$ cat src/rtl/sequence_sc_pkg.sv
// Shared definitions for the sequence generator and sequence detector.
//   SeqWidth    : default maximum pattern length in bits
//   SeqLw       : default width of the length/index fields (2**SeqLw > SeqWidth)
//   seq_state_e : two-state encoding used by both blocks
package sequence_sc_pkg;

  localparam int unsigned SeqWidth = 32;
  localparam int unsigned SeqLw    = 6;

  typedef enum logic {
    StIdle = 1'b0,
    StSend = 1'b1
  } seq_state_e;

endpackage

$ cat src/rtl/sequence_generator_sc.sv
// Serialises a latched bit pattern, MSB first, one bit per clock.
// The pattern can repeat without gaps, and a transmission can be aborted.
//   clk       : single clock, rising edge
//   reset     : asynchronous active-low reset
//   start     : begin a transmission (sampled only while idle)
//   abort     : synchronous stop of a transmission in progress
//   pattern   : bit pattern, latched on an accepted start
//   length    : number of bits to send (clamped to WIDTH), latched on an accepted start
//   repeat_en : restart the latched pattern after its last bit (sampled live)
//   out       : registered serial bit
//   busy      : high while sending
//   done      : one-cycle pulse after the last bit of a non-repeating pass
//   bit_idx   : index of the bit currently on out; 0 when idle
module sequence_generator_sc
  import sequence_sc_pkg::*;
#(
  parameter int unsigned WIDTH = SeqWidth,
  parameter int unsigned LW    = SeqLw
) (
  input  logic             clk,
  input  logic             reset,
  input  logic             start,
  input  logic             abort,
  input  logic [WIDTH-1:0] pattern,
  input  logic [LW-1:0]    length,
  input  logic             repeat_en,
  output logic             out,
  output logic             busy,
  output logic             done,
  output logic [LW-1:0]    bit_idx
);

  seq_state_e       state_q;
  logic [WIDTH-1:0] pat_q;
  logic [LW-1:0]    len_q;
  logic [LW-1:0]    idx_q;
  logic             out_q;
  logic             busy_q;
  logic             done_q;

  logic [LW-1:0]    len_clamp;
  logic             start_ok;
  logic [WIDTH-1:0] sel_pat;
  logic [LW-1:0]    sel_idx;
  logic [WIDTH-1:0] sel_shift;
  logic             next_bit;

  assign len_clamp = (length > LW'(WIDTH)) ? LW'(WIDTH) : length;
  assign start_ok  = start && !abort && (length != '0);

  // Select which bit is driven next: the live pattern's top bit on a start,
  // the latched MSB on a wrap, otherwise the next lower latched bit.
  always_comb begin
    sel_pat = pat_q;
    sel_idx = idx_q - LW'(1);
    if (state_q == StIdle) begin
      sel_pat = pattern;
      sel_idx = len_clamp - LW'(1);
    end else if (idx_q == '0) begin
      sel_idx = len_q - LW'(1);
    end
  end

  assign sel_shift = sel_pat >> sel_idx;
  assign next_bit  = sel_shift[0];

  always_ff @(posedge clk or negedge reset) begin
    if (!reset) begin
      state_q <= StIdle;
      pat_q   <= '0;
      len_q   <= '0;
      idx_q   <= '0;
      out_q   <= 1'b0;
      busy_q  <= 1'b0;
      done_q  <= 1'b0;
    end else begin
      done_q <= 1'b0;
      unique case (state_q)
        StIdle: begin
          if (start_ok) begin
            state_q <= StSend;
            pat_q   <= pattern;
            len_q   <= len_clamp;
            idx_q   <= sel_idx;
            out_q   <= next_bit;
            busy_q  <= 1'b1;
          end
        end
        StSend: begin
          if (abort) begin
            // Abort wins over end-of-pattern and repeat; no done pulse.
            state_q <= StIdle;
            idx_q   <= '0;
            out_q   <= 1'b0;
            busy_q  <= 1'b0;
          end else if ((idx_q == '0) && !repeat_en) begin
            state_q <= StIdle;
            idx_q   <= '0;
            out_q   <= 1'b0;
            busy_q  <= 1'b0;
            done_q  <= 1'b1;
          end else begin
            idx_q <= sel_idx;
            out_q <= next_bit;
          end
        end
        default: state_q <= StIdle;
      endcase
    end
  end

  assign out     = out_q;
  assign busy    = busy_q;
  assign done    = done_q;
  assign bit_idx = idx_q;

endmodule

$ cat config.mk
export PLATFORM = sky130hd
export DESIGN_NAME = sequence_generator_sc
export DESIGN_NICKNAME = d
export VERILOG_FILES = /design/src/rtl/sequence_sc_pkg.sv /design/src/rtl/sequence_generator_sc.sv
export SDC_FILE = /design/constraint.sdc
export NUM_CORES = 1
export LEC_CHECK = 0
export ABC_AREA = 1
export CAP_MARGIN = 30
export CORE_UTILIZATION = 45
export DETAILED_ROUTE_END_ITERATION = 10
export PLACE_DENSITY = 0.7
export SKIP_CTS_REPAIR_TIMING = 1
export SLEW_MARGIN = 25
export SYNTH_ARGS = -nofsm -noshare
export SYNTH_HDL_FRONTEND = slang
export SYNTH_SLANG_ARGS = --single-unit
export TNS_END_PERCENT = 100
$ cat constraint.sdc
create_clock -name clk -period 2.7 [get_ports clk]
set_input_delay 0.54 -clock clk [delete_from_list [all_inputs] [get_ports clk]]
set_output_delay 0.54 -clock clk [all_outputs]
set_load 0.01 [all_outputs]
==> insert_results.sql, run 1 <==
INSERT INTO impl_metrics (metric_group, metric, value, unit) VALUES
('yosys', 'synth.net_count', '470', ''),
('setup_path', 'arrival', '2.75', 'ns'),
('layout', 'fin_cells', '555', ''),
('layout', 'num-fill-cells', '601', ''),
('detailed_routing', 'detail-route-antenna-nets', '0', ''),
('die', 'ios', '52', ''),
('detailed_routing', 'drt-wirelength-per-cell', '12.5', 'um'),
('yosys', 'ys_top_cells_by_area', 'sky130_fd_sc_hd__dfrtp_1 (41%), sky130_fd_sc_hd__nand2_1 (16%), sky130_fd_sc_hd__nand3_1 (9.3%)', ''),
('global_route', 'global_route.peak_usage_layer', 'met2', ''),
('power', 'power_switching', '1.22', 'mW'),
('place', 'gpl.final_weighted_congestion', '0.831', ''),
('setup_path', 'worst_ep_required_time', '2.95', 'ns'),
('yosys', 'syn_avg_cell_area', '6.83', 'sq um'),
('sta', 'report.final.slew_viol_count', '0', ''),
('die', 'initial_core_util', '47.7', '%'),
('layout', 'antenna_cells_inserted', '0', ''),
('setup_path', 'endpoint_kind', 'register', ''),
('power', 'power.sequential.fraction', '34.2', '%'),
('run_status', 'status', 'finished, final reports clean', ''),
('yosys', 'synth-edff-count', '0', ''),
('layout', 'fin_nets', '523', ''),
('yosys', 'yosysWarnings', '0', ''),
('die', 'die-width', '82.4', 'um'),
('clock_network', 'clkLatencyLatePin', '0.30', 'ns'),
('global_route', 'grt_pass1_wl', '11600', 'um'),
('yosys', 'yosys_most_used_dff', 'sky130_fd_sc_hd__dfrtp_1', ''),
('sta', 'final.period_utilization', '92.8', '%'),
('place', 'preCtsSetupSlack', '-0.186', 'ns'),
('die', 'num_rows', '28', ''),
('clock_network', 'total_cts_buffers', '5', ''),
('sta', 'final_critical_path_setup_slack', '0.193', 'ns'),
('global_route', 'grt_start_max_net_pins', '49', ''),
('global_route', 'track_usage', '22.7', '%'),
('detailed_routing', 'postRouteWirelength', '6930', 'um'),
('sta', 'max_freq', '399', 'MHz'),
('place', 'dp_hpwl', '4960', 'um'),
('global_route', 'number_of_antenna_violations_at_the_first_check_in_global_routing', '0', ''),
('power', 'pwr-share-clk', '17.3', '%'),
('clock_network', 'max-clock-path-buffers', '2', ''),
('sta', 'slew_headroom', '79.8', '%'),
('global_route', 'use_met3', '3.85', '%'),
('clock_network', 'cts_max_level', '2', ''),
('sta', 'final.setup_skew', '0.00623', 'ns'),
('layout', 'area_growth', '25.6', '%'),
('yosys', 'ranking_of_synthesized_cells_by_instance_count', 'sky130_fd_sc_hd__nand2_1 (124), sky130_fd_sc_hd__nor2_1 (66), sky130_fd_sc_hd__nand3_1 (54), sky130_fd_sc_hd__dfrtp_1 (48), sky130_fd_sc_hd__inv_1 (40)', ''),
('yosys', 'synth_most_common_cell', 'sky130_fd_sc_hd__nand2_1', ''),
('yosys', 'synth.lib_cells_used.distinct', '28', ''),
('sta', 'worst-slew-pin-transition', '0.303', 'ns'),
('detailed_routing', 'drc_errors', '0', ''),
('global_route', 'gr-total-overflow', '0', ''),
('yosys', 'yosysSeqAreaShare', '41.3', '%'),
('sta', 'grt_setup_unrepaired', 'false', ''),
('sta', 'finalHoldWorstSlack', '0.203', 'ns'),
('global_route', 'first_global_vias', '2612', ''),
('layout', 'final_util', '60.0', '%'),
('power', 'vdd_ir_drop_max', '0.000496', 'V'),
('die', 'chipHeight', '82.4', 'um'),
('yosys', 'count_of_mapped_cells_out_of_synthesis', '426', ''),
('detailed_routing', 'detail_route.first_pass.iterations', '4', ''),
('run', 'timing.max_cap.violations', '0', ''),
('power', 'cellPowerDensity', '824', 'nW/um^2'),
('yosys', 'syn-cell-area', '2910', 'sq um'),
('setup_path', 'path_class', 'primary input to register', ''),
('clock_network', 'clk_pin_slew', '0.09', 'ns'),
('clock_network', 'ctsRootBufferMaster', 'sky130_fd_sc_hd__clkbuf_8', ''),
('die', 'floorplan.die_area', '6790', 'sq um'),
('global_route', 'grtUsageMet2', '38.8', '%'),
('power', 'total_power', '3.01', 'mW'),
('sta', 'setup_violations', '0', ''),
('power', 'internal_power', '1.79', 'mW'),
('clock_network', 'clock_sink_count', '48', '');
critical path: stages:
cell and delay [ns]:
sky130_fd_sc_hd__clkdlybuf4s50_1 0.51, sky130_fd_sc_hd__o21ai_1 0.18, sky130_fd_sc_hd__nand2_1 0.18, sky130_fd_sc_hd__ha_4 0.37
sky130_fd_sc_hd__buf_12 0.19, sky130_fd_sc_hd__nor2_1 0.07, sky130_fd_sc_hd__a21oi_1 0.15, sky130_fd_sc_hd__nand3_1 0.10
sky130_fd_sc_hd__nand3_1 0.09, sky130_fd_sc_hd__nand3_1 0.07, sky130_fd_sc_hd__nand3_1 0.08, sky130_fd_sc_hd__nand2_1 0.06
sky130_fd_sc_hd__nand2_1 0.05, sky130_fd_sc_hd__nand3_1 0.06, sky130_fd_sc_hd__nand2_1 0.05
per-stage QoR:
stage | cell area (sq um) | TNS [ns]
after floorplan | 2910 | 0
after detailed placement | 3510 | -0.186
after global routing | 3650 | 0
after global placement | 3510 | -0.145
final | 3650 | 0
after CTS | 3620 | 0
power groups by stage:
stage          registers [mW]  logic (mW)  clock network [mW]
2_1_floorplan            1.03       0.984                   0
5_1_grt                  1.05        1.66               0.569
4_1_cts                  1.03        1.40               0.532
3_3_place_gp             1.04        1.37                   0
6_report                 1.03        1.46               0.520
3_5_place_dp             1.04        1.39                   0
cells in the final DEF, fill, tap and decap left out, drive strengths merged, types with 2 or more instances in the layout:
| cell type | synthesis | layout |
|---|---|---|
| nand2 | 127 | 127 |
| o21ai | 28 | 28 |
| inv | 42 | 41 |
| clkdlybuf4s50 | 0 | 50 |
| nand4 | 4 | 4 |
| nor2 | 71 | 71 |
| clkbuf | 4 | 6 |
| dfrtp | 48 | 48 |
| nand3 | 54 | 54 |
| o22ai | 4 | 4 |
| mux2i | 2 | 2 |
| buf | 18 | 17 |
| a21oi | 18 | 18 |
| clkinvlp | 0 | 2 |
routing by layer:
metal	part of all wire [%]	up-vias
li1	-	1455
met1	47	1280
met2	47	70
met3	4.5	7
met4	0.92	0
met5	0	-
cells by family (layout without fill, tap and decap cells):
family / count (synthesis) / in the layout / share of synthesized area, %
simple gates: 258 / 258 / 37.7
compound gates: 52 / 52 / 9.72
xor+xnor: 1 / 1 / 0.301
fa+ha+maj: 1 / 1 / 0.430
mux: 2 / 2 / 0.688
flops: 48 / 48 / 41.3
buf+inv: 64 / 118 / 9.93
final timing paths:
path                       slack (ns)   endpoint  cells past startpoint        from
max in group asynchronous        2.26  pat_q[22]                      2       reset
min reg2reg                      0.48   pat_q[0]                      2    pat_q[0]
max reg2reg                      0.33        out                     16  bit_idx[0]
min in group clk                 0.48   pat_q[0]                      2    pat_q[0]
min                              0.20   pat_q[3]                      2       reset
max                              0.19        out                     15   length[5]
registers in the layout (all words and copies together), names as in the netlist:
register	flops
pat_q	32
bit_idx	6
len_q	6
busy	1
done	1
out	1
state_q	1
area by class of cell:
class | instances | area (sq um) | share of cell area, %
Tap cell | 75 | 93.8 | 2.57
Clock buffer | 6 | 72.6 | 1.99
Clock inverter | 2 | 35.0 | 0.959
Timing Repair inverter | 1 | 7.51 | 0.205
Timing Repair Buffer | 67 | 651 | 17.8
Multi-Input combinational cell | 314 | 1430 | 39.2
Sequential cell | 48 | 1200 | 32.9
Inverter | 42 | 161 | 4.42
Note: power is estimated with default switching activity, not from simulation.
==> run 2, diff against run 1 <==
Settings changed: CORE_MARGIN set to 2.
==> run 2 against run 1 <==
  * Clock power shrank 15%
  * Combinational power is essentially flat
  * Hold slack gained 0.014 ns
  * Critical endpoint unchanged
  * Critical path depth is the same
==> insert_results.sql, run 2 (same netlist as run 1, synthesis figures left out) <==
INSERT INTO impl_metrics (metric_group, metric, value, unit) VALUES
('run_status', 'status', 'finished, final reports clean', ''),
('layout', 'num-fill-cells', '653', ''),
('layout', 'design_area', '3630', 'sq um'),
('clock_network', 'clock_sink_count', '48', ''),
('power', 'power_switching', '1.21', 'mW'),
('detailed_routing', 'drc_errors', '0', ''),
('global_route', 'grt_start_max_net_pins', '39', ''),
('detailed_routing', 'dr_total_vias', '2799', ''),
('layout', 'antenna_cells_inserted', '0', ''),
('place', 'placement.cell_area', '3520', 'sq um'),
('setup_path', 'crit_family', 'simple AND/OR/NAND/NOR gates', ''),
('layout', 'drive_gt1_share', '8.75', '%'),
('place', 'place.port_buffers', '51', ''),
('sta', 'final_critical_path_setup_slack', '0.264', 'ns'),
('sta', 'slew_headroom', '77.0', '%'),
('sta', 'worst-slew-pin-transition', '0.345', 'ns'),
('detailed_routing', 'detail_route.first_pass.iterations', '4', ''),
('sta', 'report.final.slew_viol_count', '0', ''),
('setup_path', 'worstPathCellList', 'clkdlybuf4s50_1, o21ai_2, nand2_2, ha_4, buf_12, nor2_1, a21oi_1, nand3_1, nand3_1, nand3_1, nand3_1, nand2_1, nand2_1, nand3_1, nand2_1', ''),
('clock_network', 'cts_max_level', '2', ''),
('power', 'pwr-share-comb', '49.5', '%'),
('setup_path', 'register_to_register_setup_slack', '0.29', 'ns'),
('die', 'core_area', '6310', 'sq um'),
('sta', 'setup_violations', '0', ''),
('power', 'internal_power', '1.71', 'mW'),
('clock_network', 'tritoncts', 'yes', ''),
('layout', 'ff_latch_area', '1200', 'sq um'),
('detailed_routing', 'drt-wirelength-per-cell', '12.5', 'um'),
('sta', 'final.setup_skew', '0.00433', 'ns'),
('die', 'floorplan.die_area', '7130', 'sq um'),
('die', 'chipHeight', '84.4', 'um'),
('sta', 'max_freq', '411', 'MHz'),
('sta', 'grt_setup_unrepaired', 'false', ''),
('global_route', 'track_usage', '20.8', '%'),
('setup_path', 'path_max_fanout', '38', ''),
('layout', 'multiInputGateArea', '1440', 'sq um'),
('setup_path', 'cp_slowest_cell', 'sky130_fd_sc_hd__clkdlybuf4s50_1', ''),
('setup_path', 'arrival', '2.68', 'ns'),
('sta', 'timing.final.crit_period', '2.44', 'ns'),
('clock_network', 'clkLatencyLatePin', '0.30', 'ns'),
('detailed_routing', 'drc_marker_count_from_the_first_detailed_route_iteration', '156', ''),
('sta', 'fin_setup_tns', '0', 'ns'),
('layout', 'largest_register', 'pat_q', ''),
('power', 'p_leak', '1.84', 'nW'),
('setup_path', 'critPathMaxStageDelay', '0.53', 'ns'),
('layout', 'layout_commonest_cell', 'sky130_fd_sc_hd__nand2_1', ''),
('layout', 'layout_common_cells', 'sky130_fd_sc_hd__nand2_1 (123), sky130_fd_sc_hd__nor2_1 (66), sky130_fd_sc_hd__nand3_1 (54)', ''),
('power', 'pwr-share-clk', '15.2', '%'),
('power', 'vdd_ir_drop_max', '0.000383', 'V'),
('layout', 'largest_register_ffs', '32', ''),
('die', 'die-width', '84.4', 'um'),
('detailed_routing', 'detail-route-antenna-nets', '0', ''),
('power', 'cellPowerDensity', '803', 'nW/um^2'),
('layout', 'area_growth', '24.8', '%'),
('global_route', 'grt_pass1_wl', '12100', 'um'),
('setup_path', 'path_class', 'primary input to register', ''),
('clock_network', 'clk_pin_slew', '0.09', 'ns'),
('hold_path', 'timing.hold.worst.class', 'primary input to asynchronous set/reset pin', ''),
('setup_path', 'cp_num_cells', '15', ''),
('setup_path', 'ff2ff_path_depth', '16', ''),
('die', 'initial_core_util', '46.1', '%'),
('setup_path', 'critical_path_buf_inv_count', '2', ''),
('clock_network', 'max-clock-path-buffers', '2', ''),
('setup_path', 'endpoint_kind', 'register', ''),
('power', 'total_power', '2.92', 'mW'),
('run', 'timing.max_cap.violations', '0', ''),
('setup_path', 'timing.critical_path.mode_cell', 'sky130_fd_sc_hd__nand3_1', ''),
('layout', 'fin_nets', '523', ''),
('setup_path', 'worst_ep_required_time', '2.95', 'ns'),
('die', 'num_rows', '29', ''),
('sta', 'final.period_utilization', '90.2', '%'),
('power', 'power_switching_share', '41.4', '%'),
('layout', 'final_util', '57.5', '%'),
('global_route', 'first_global_vias', '2618', ''),
('detailed_routing', 'viasPerCell', '5.03', ''),
('sta', 'final-hold-violation-count', '0', ''),
('global_route', 'number_of_antenna_violations_at_the_first_check_in_global_routing', '0', ''),
('place', 'gpl.final_weighted_congestion', '0.845', ''),
('clock_network', 'ctsRootBufferMaster', 'sky130_fd_sc_hd__clkbuf_8', ''),
('die', 'ios', '52', ''),
('place', 'preCtsSetupSlack', '-0.150', 'ns'),
('place', 'dp_hpwl', '5160', 'um'),
('setup_path', 'timing.critical_path.from_type', 'primary input', ''),
('power', 'power.sequential.fraction', '35.3', '%'),
('global_route', 'gr-total-overflow', '0', ''),
('clock_network', 'total_cts_buffers', '5', ''),
('detailed_routing', 'postRouteWirelength', '6960', 'um');
run 2: final cells by class:
type	count	share of cell area, %
timing repair buffer	68	17.8
clock inverter	2	0.276
tap	77	2.65
inverter	42	4.34
clock buffer	6	2.27
multi-input combinational	314	39.6
sequential	48	33.1
run 2: final timing paths:
check / start / to
max reg2reg: bit_idx[0] / out
max: length[5] / out
max in group asynchronous: reset / pat_q[13]
min in group clk: busy / busy
min: reset / pat_q[9]
min reg2reg: busy / busy
run 2: metrics by stage:
step	cells	hold slack, ns
after CTS	557	0.219
after detailed placement	549	0.459
final	557	0.218
after global placement	549	0.455
after floorplan	426	0.244
after global routing	557	0.240
run 2: power by group through the flow:
stage	Combinational, mW	Sequential [mW]	Clock (mW)
6_report	1.44	1.03	0.444
2_1_floorplan	0.984	1.03	0
5_1_grt	1.66	1.05	0.480
3_5_place_dp	1.42	1.04	0
4_1_cts	1.43	1.03	0.461
3_3_place_gp	1.40	1.04	0
run 2: per-layer routing:
metal	global-route usage [%]	share of wire (%)	routed length (um)
met3	3.34	5.5	383
met1	28.8	47	3290
met4	6.78	1.2	86
met2	33.6	46	3200
met5	0	0	0
run 2: worst register-to-register path: stages, from the launching register on:
cell and delay [ns]:
sky130_fd_sc_hd__dfrtp_1 0.46, sky130_fd_sc_hd__nor2_2 0.20, sky130_fd_sc_hd__nand4_2 0.13, sky130_fd_sc_hd__nand2_4 0.19
sky130_fd_sc_hd__nand2_4 0.08, sky130_fd_sc_hd__ha_4 0.29, sky130_fd_sc_hd__buf_12 0.18, sky130_fd_sc_hd__nor2_1 0.09
sky130_fd_sc_hd__a21oi_1 0.16, sky130_fd_sc_hd__nand3_1 0.10, sky130_fd_sc_hd__nand3_1 0.09, sky130_fd_sc_hd__nand3_1 0.07
sky130_fd_sc_hd__nand3_1 0.09, sky130_fd_sc_hd__nand2_1 0.05, sky130_fd_sc_hd__nand2_1 0.05, sky130_fd_sc_hd__nand3_1 0.06
sky130_fd_sc_hd__nand2_1 0.06
==> run 3, diff against run 2 <==
Settings changed: ABC_AREA 1 to unset, CTS_CLUSTER_SIZE set to 28, PLACE_DENSITY 0.7 to 0.71, RECOVER_POWER set to 25.
==> run 3 against run 2 <==
  * The run now ends with capacitance limit, slew limit, setup timing left
  * Cell count shrank 19%
  * Routed wire length is 1.8% higher
  * First-iteration DRC count fell by 12%
  * Die area down 6.3%
  * Core utilization grew 4.4 points
  * Sequential share of layout area decreased by 0.068 points
  * Register-to-register slack worse by 0.34 ns
  * Area after synthesis fell by 6.6%
  * Via count fell by 13%
  * Design area is 0.31% higher
  * Global-route usage is 2.2 points higher
  * Non-clock buffer count increased by 19
  * Critical path type is now register to register
  * Critical endpoint unchanged
==> insert_results.sql, run 3 <==
INSERT INTO impl_metrics (metric_group, metric, value, unit) VALUES
('run_status', 'status', 'finished with violations', ''),
('run_status', 'violations', 'capacitance limit, slew limit, setup timing', ''),
('sta', 'report.final.slew_viol_count', '30', ''),
('global_route', 'grt_pass1_wl', '11500', 'um'),
('clock_network', 'clkLatencyLatePin', '0.31', 'ns'),
('yosys', 'synth-async-reset-ratio', '100', '%'),
('layout', 'largest_register', 'pat_q', ''),
('detailed_routing', 'detail_route.first_pass.iterations', '4', ''),
('power', 'power.sequential.fraction', '33.7', '%'),
('sta', 'worst-slew-pin-transition', '1.53', 'ns'),
('sta', 'max_freq', '363', 'MHz'),
('sta', 'final-hold-violation-count', '0', ''),
('yosys', 'synth_most_common_cell', 'sky130_fd_sc_hd__nand2_1', ''),
('yosys', 'syn_avg_cell_area', '9.22', 'sq um'),
('yosys', 'ys_top_cells_by_area', 'sky130_fd_sc_hd__dfrtp_1 (44%), sky130_fd_sc_hd__nand2_1 (16%), sky130_fd_sc_hd__mux4_1 (5.8%)', ''),
('sta', 'grt_setup_unrepaired', 'true', ''),
('layout', 'area_growth', '34.0', '%'),
('global_route', 'gr-total-overflow', '0', ''),
('place', 'dp_hpwl', '5210', 'um'),
('die', 'chipHeight', '81.7', 'um'),
('yosys', 'yosysTopAreaCellShare', '44.2', '%'),
('setup_path', 'worst_ep_required_time', '2.89', 'ns'),
('power', 'power_switching_share', '37.7', '%'),
('place', 'place.port_buffers', '51', ''),
('sta', 'timing.final.crit_period', '2.75', 'ns'),
('power', 'power_switching', '1.17', 'mW'),
('setup_path', 'critical_path.reg2reg.endpoint', 'out', ''),
('setup_path', 'r2r_start', 'bit_idx[4]', ''),
('sta', 'final.period_utilization', '102', '%'),
('yosys', 'synth-edff-count', '0', ''),
('yosys', 'synth.net_count', '339', ''),
('die', 'core_area', '5890', 'sq um'),
('setup_path', 'arrival', '2.94', 'ns'),
('detailed_routing', 'postRouteWirelength', '7090', 'um'),
('yosys', 'yosys.area.top_type', 'sky130_fd_sc_hd__dfrtp_1', ''),
('power', 'p_leak', '1.70', 'nW'),
('detailed_routing', 'viasPerCell', '5.39', ''),
('yosys', 'count_of_mapped_cells_out_of_synthesis', '295', ''),
('setup_path', 'ff2ff_path_depth', '13', ''),
('layout', 'design_area', '3640', 'sq um'),
('layout', 'layout_commonest_cell', 'sky130_fd_sc_hd__nand2_1', ''),
('global_route', 'grt_start_max_net_pins', '36', ''),
('global_route', 'first_global_vias', '2440', ''),
('layout', 'drive_gt1_share', '16.3', '%'),
('place', 'gpl.final_weighted_congestion', '0.875', ''),
('run', 'timing.max_cap.violations', '1', ''),
('detailed_routing', 'drt-wirelength-per-cell', '15.7', 'um'),
('yosys', 'yosysSeqAreaShare', '44.2', '%'),
('power', 'cellPowerDensity', '852', 'nW/um^2'),
('power', 'internal_power', '1.93', 'mW'),
('sta', 'fin_setup_tns', '-0.0532', 'ns'),
('die', 'ios', '52', ''),
('die', 'initial_core_util', '46.2', '%'),
('yosys', 'syn-cell-area', '2720', 'sq um'),
('clock_network', 'max-clock-path-buffers', '2', ''),
('yosys', 'yosysWarnings', '0', ''),
('setup_path', 'crit_path_end', 'out', ''),
('power', 'pwr-share-clk', '13.7', '%'),
('clock_network', 'total_cts_buffers', '5', ''),
('global_route', 'number_of_antenna_violations_at_the_first_check_in_global_routing', '0', ''),
('detailed_routing', 'dr_total_vias', '2424', ''),
('layout', 'fin_nets', '418', ''),
('die', 'num_rows', '28', ''),
('power', 'total_power', '3.10', 'mW'),
('layout', 'largest_register_ffs', '32', ''),
('setup_path', 'register_to_register_setup_slack', '-0.05', 'ns'),
('setup_path', 'path_max_fanout', '12', ''),
('place', 'placement.cell_area', '3540', 'sq um'),
('detailed_routing', 'drc_marker_count_from_the_first_detailed_route_iteration', '138', ''),
('detailed_routing', 'detail-route-antenna-nets', '0', ''),
('power', 'vdd_ir_drop_max', '0.000539', 'V'),
('sta', 'final_critical_path_setup_slack', '-0.0532', 'ns'),
('clock_network', 'clock_sink_count', '48', ''),
('setup_path', 'critical_path.startpoint', 'bit_idx[4]', ''),
('clock_network', 'ctsRootBufferMaster', 'sky130_fd_sc_hd__clkbuf_8', ''),
('setup_path', 'endpoint_kind', 'register', ''),
('clock_network', 'clk_pin_slew', '0.09', 'ns'),
('yosys', 'synth.ff_latch_count', '48', ''),
('layout', 'antenna_cells_inserted', '0', ''),
('layout', 'final_util', '61.9', '%'),
('hold_path', 'timing.hold.worst.class', 'register to register', ''),
('sta', 'slew_headroom', '-1.86', '%'),
('setup_path', 'path_class', 'register to register', ''),
('layout', 'layout_common_cells', 'sky130_fd_sc_hd__nand2_1 (113), sky130_fd_sc_hd__clkdlybuf4s50_1 (50), sky130_fd_sc_hd__dfrtp_1 (47)', ''),
('yosys', 'synth.lib_cells_used.distinct', '39', ''),
('sta', 'setup_violations', '1', ''),
('global_route', 'track_usage', '23.0', '%'),
('die', 'floorplan.die_area', '6680', 'sq um'),
('place', 'preCtsSetupSlack', '-0.363', 'ns'),
('die', 'die-width', '81.7', 'um'),
('detailed_routing', 'drc_errors', '0', ''),
('yosys', 'yosys_most_used_dff', 'sky130_fd_sc_hd__dfrtp_1', ''),
('clock_network', 'tritoncts', 'yes', ''),
('setup_path', 'timing.critical_path.from_type', 'register', ''),
('clock_network', 'cts_max_level', '2', ''),
('yosys', 'ranking_of_synthesized_cells_by_instance_count', 'sky130_fd_sc_hd__nand2_1 (113), sky130_fd_sc_hd__dfrtp_1 (48), sky130_fd_sc_hd__nor2_1 (14), sky130_fd_sc_hd__inv_1 (12), sky130_fd_sc_hd__mux2i_1 (11)', ''),
('power', 'pwr-share-comb', '52.5', '%'),
('sta', 'final.setup_skew', '0.00948', 'ns');
-- run 3: kinds of logic after synthesis --
logic type	share of synthesized area [%]
simple gates	22.3
flops	44.2
compound gates	11.0
buf+inv	4.37
mux	15.2
xor+xnor	2.53
fa+ha+maj	0.460
-- run 3: worst min path at each step --
stage               slack [ns]    endpoint  cells after the start  startpoint
floorplan                 0.24  bit_idx[0]                      0       reset
global placement          0.33        done                      1       reset
detailed placement        0.34        done                      1       reset
CTS                      0.007        done                      1       reset
global route              0.49    pat_q[1]                      2    pat_q[1]
finish                    0.48   pat_q[13]                      2   pat_q[13]
-- run 3: final cells by class --
class | instances | area, sq um
sequential | 48 | 1200
inverter | 12 | 52.6
clock buffer | 6 | 72.6
timing repair buffer | 87 | 782
fill | 526 | 2240
clock inverter | 2 | 12.5
tap | 75 | 93.8
multi-input combinational | 220 | 1430
-- run 3: routing by layer --
layer	global-route usage, %	vias to the layer above	part of all wire (%)
li1	-	1167	-
met1	29.3	1179	44
met2	38.5	64	49
met3	3.85	14	3.5
met4	10.3	0	2.6
met5	0	-	0
-- run 3: metrics by stage --
step / hold WS (ns) / cells
3_3_place_gp: 0.335 / 441
6_report: 0.475 / 450
2_1_floorplan: 0.244 / 295
5_1_grt: 0.494 / 450
3_5_place_dp: 0.336 / 441
4_1_cts: 0.00699 / 449
-- run 3: critical path: stages, from the launching register on --
cell	delay, ns
sky130_fd_sc_hd__dfrtp_2	0.43
sky130_fd_sc_hd__nor4_4	0.27
sky130_fd_sc_hd__buf_4	0.18
sky130_fd_sc_hd__a31oi_1	0.10
sky130_fd_sc_hd__mux2i_1	0.19
sky130_fd_sc_hd__inv_1	0.10
sky130_fd_sc_hd__ha_4	0.25
sky130_fd_sc_hd__inv_8	0.10
sky130_fd_sc_hd__buf_4	0.13
sky130_fd_sc_hd__mux4_1	0.29
sky130_fd_sc_hd__mux2i_1	0.15
sky130_fd_sc_hd__mux2i_1	0.10
sky130_fd_sc_hd__o31ai_2	0.24
sky130_fd_sc_hd__o31ai_1	0.12
-- run 3: power groups by stage --
stage / registers, mW / logic (mW) / clock network (mW)
6_report: 1.05 / 1.63 / 0.426
5_1_grt: 1.07 / 1.79 / 0.470
4_1_cts: 1.04 / 1.60 / 0.433
3_5_place_dp: 1.06 / 1.59 / 0
3_3_place_gp: 1.05 / 1.55 / 0
2_1_floorplan: 1.07 / 0.906 / 0
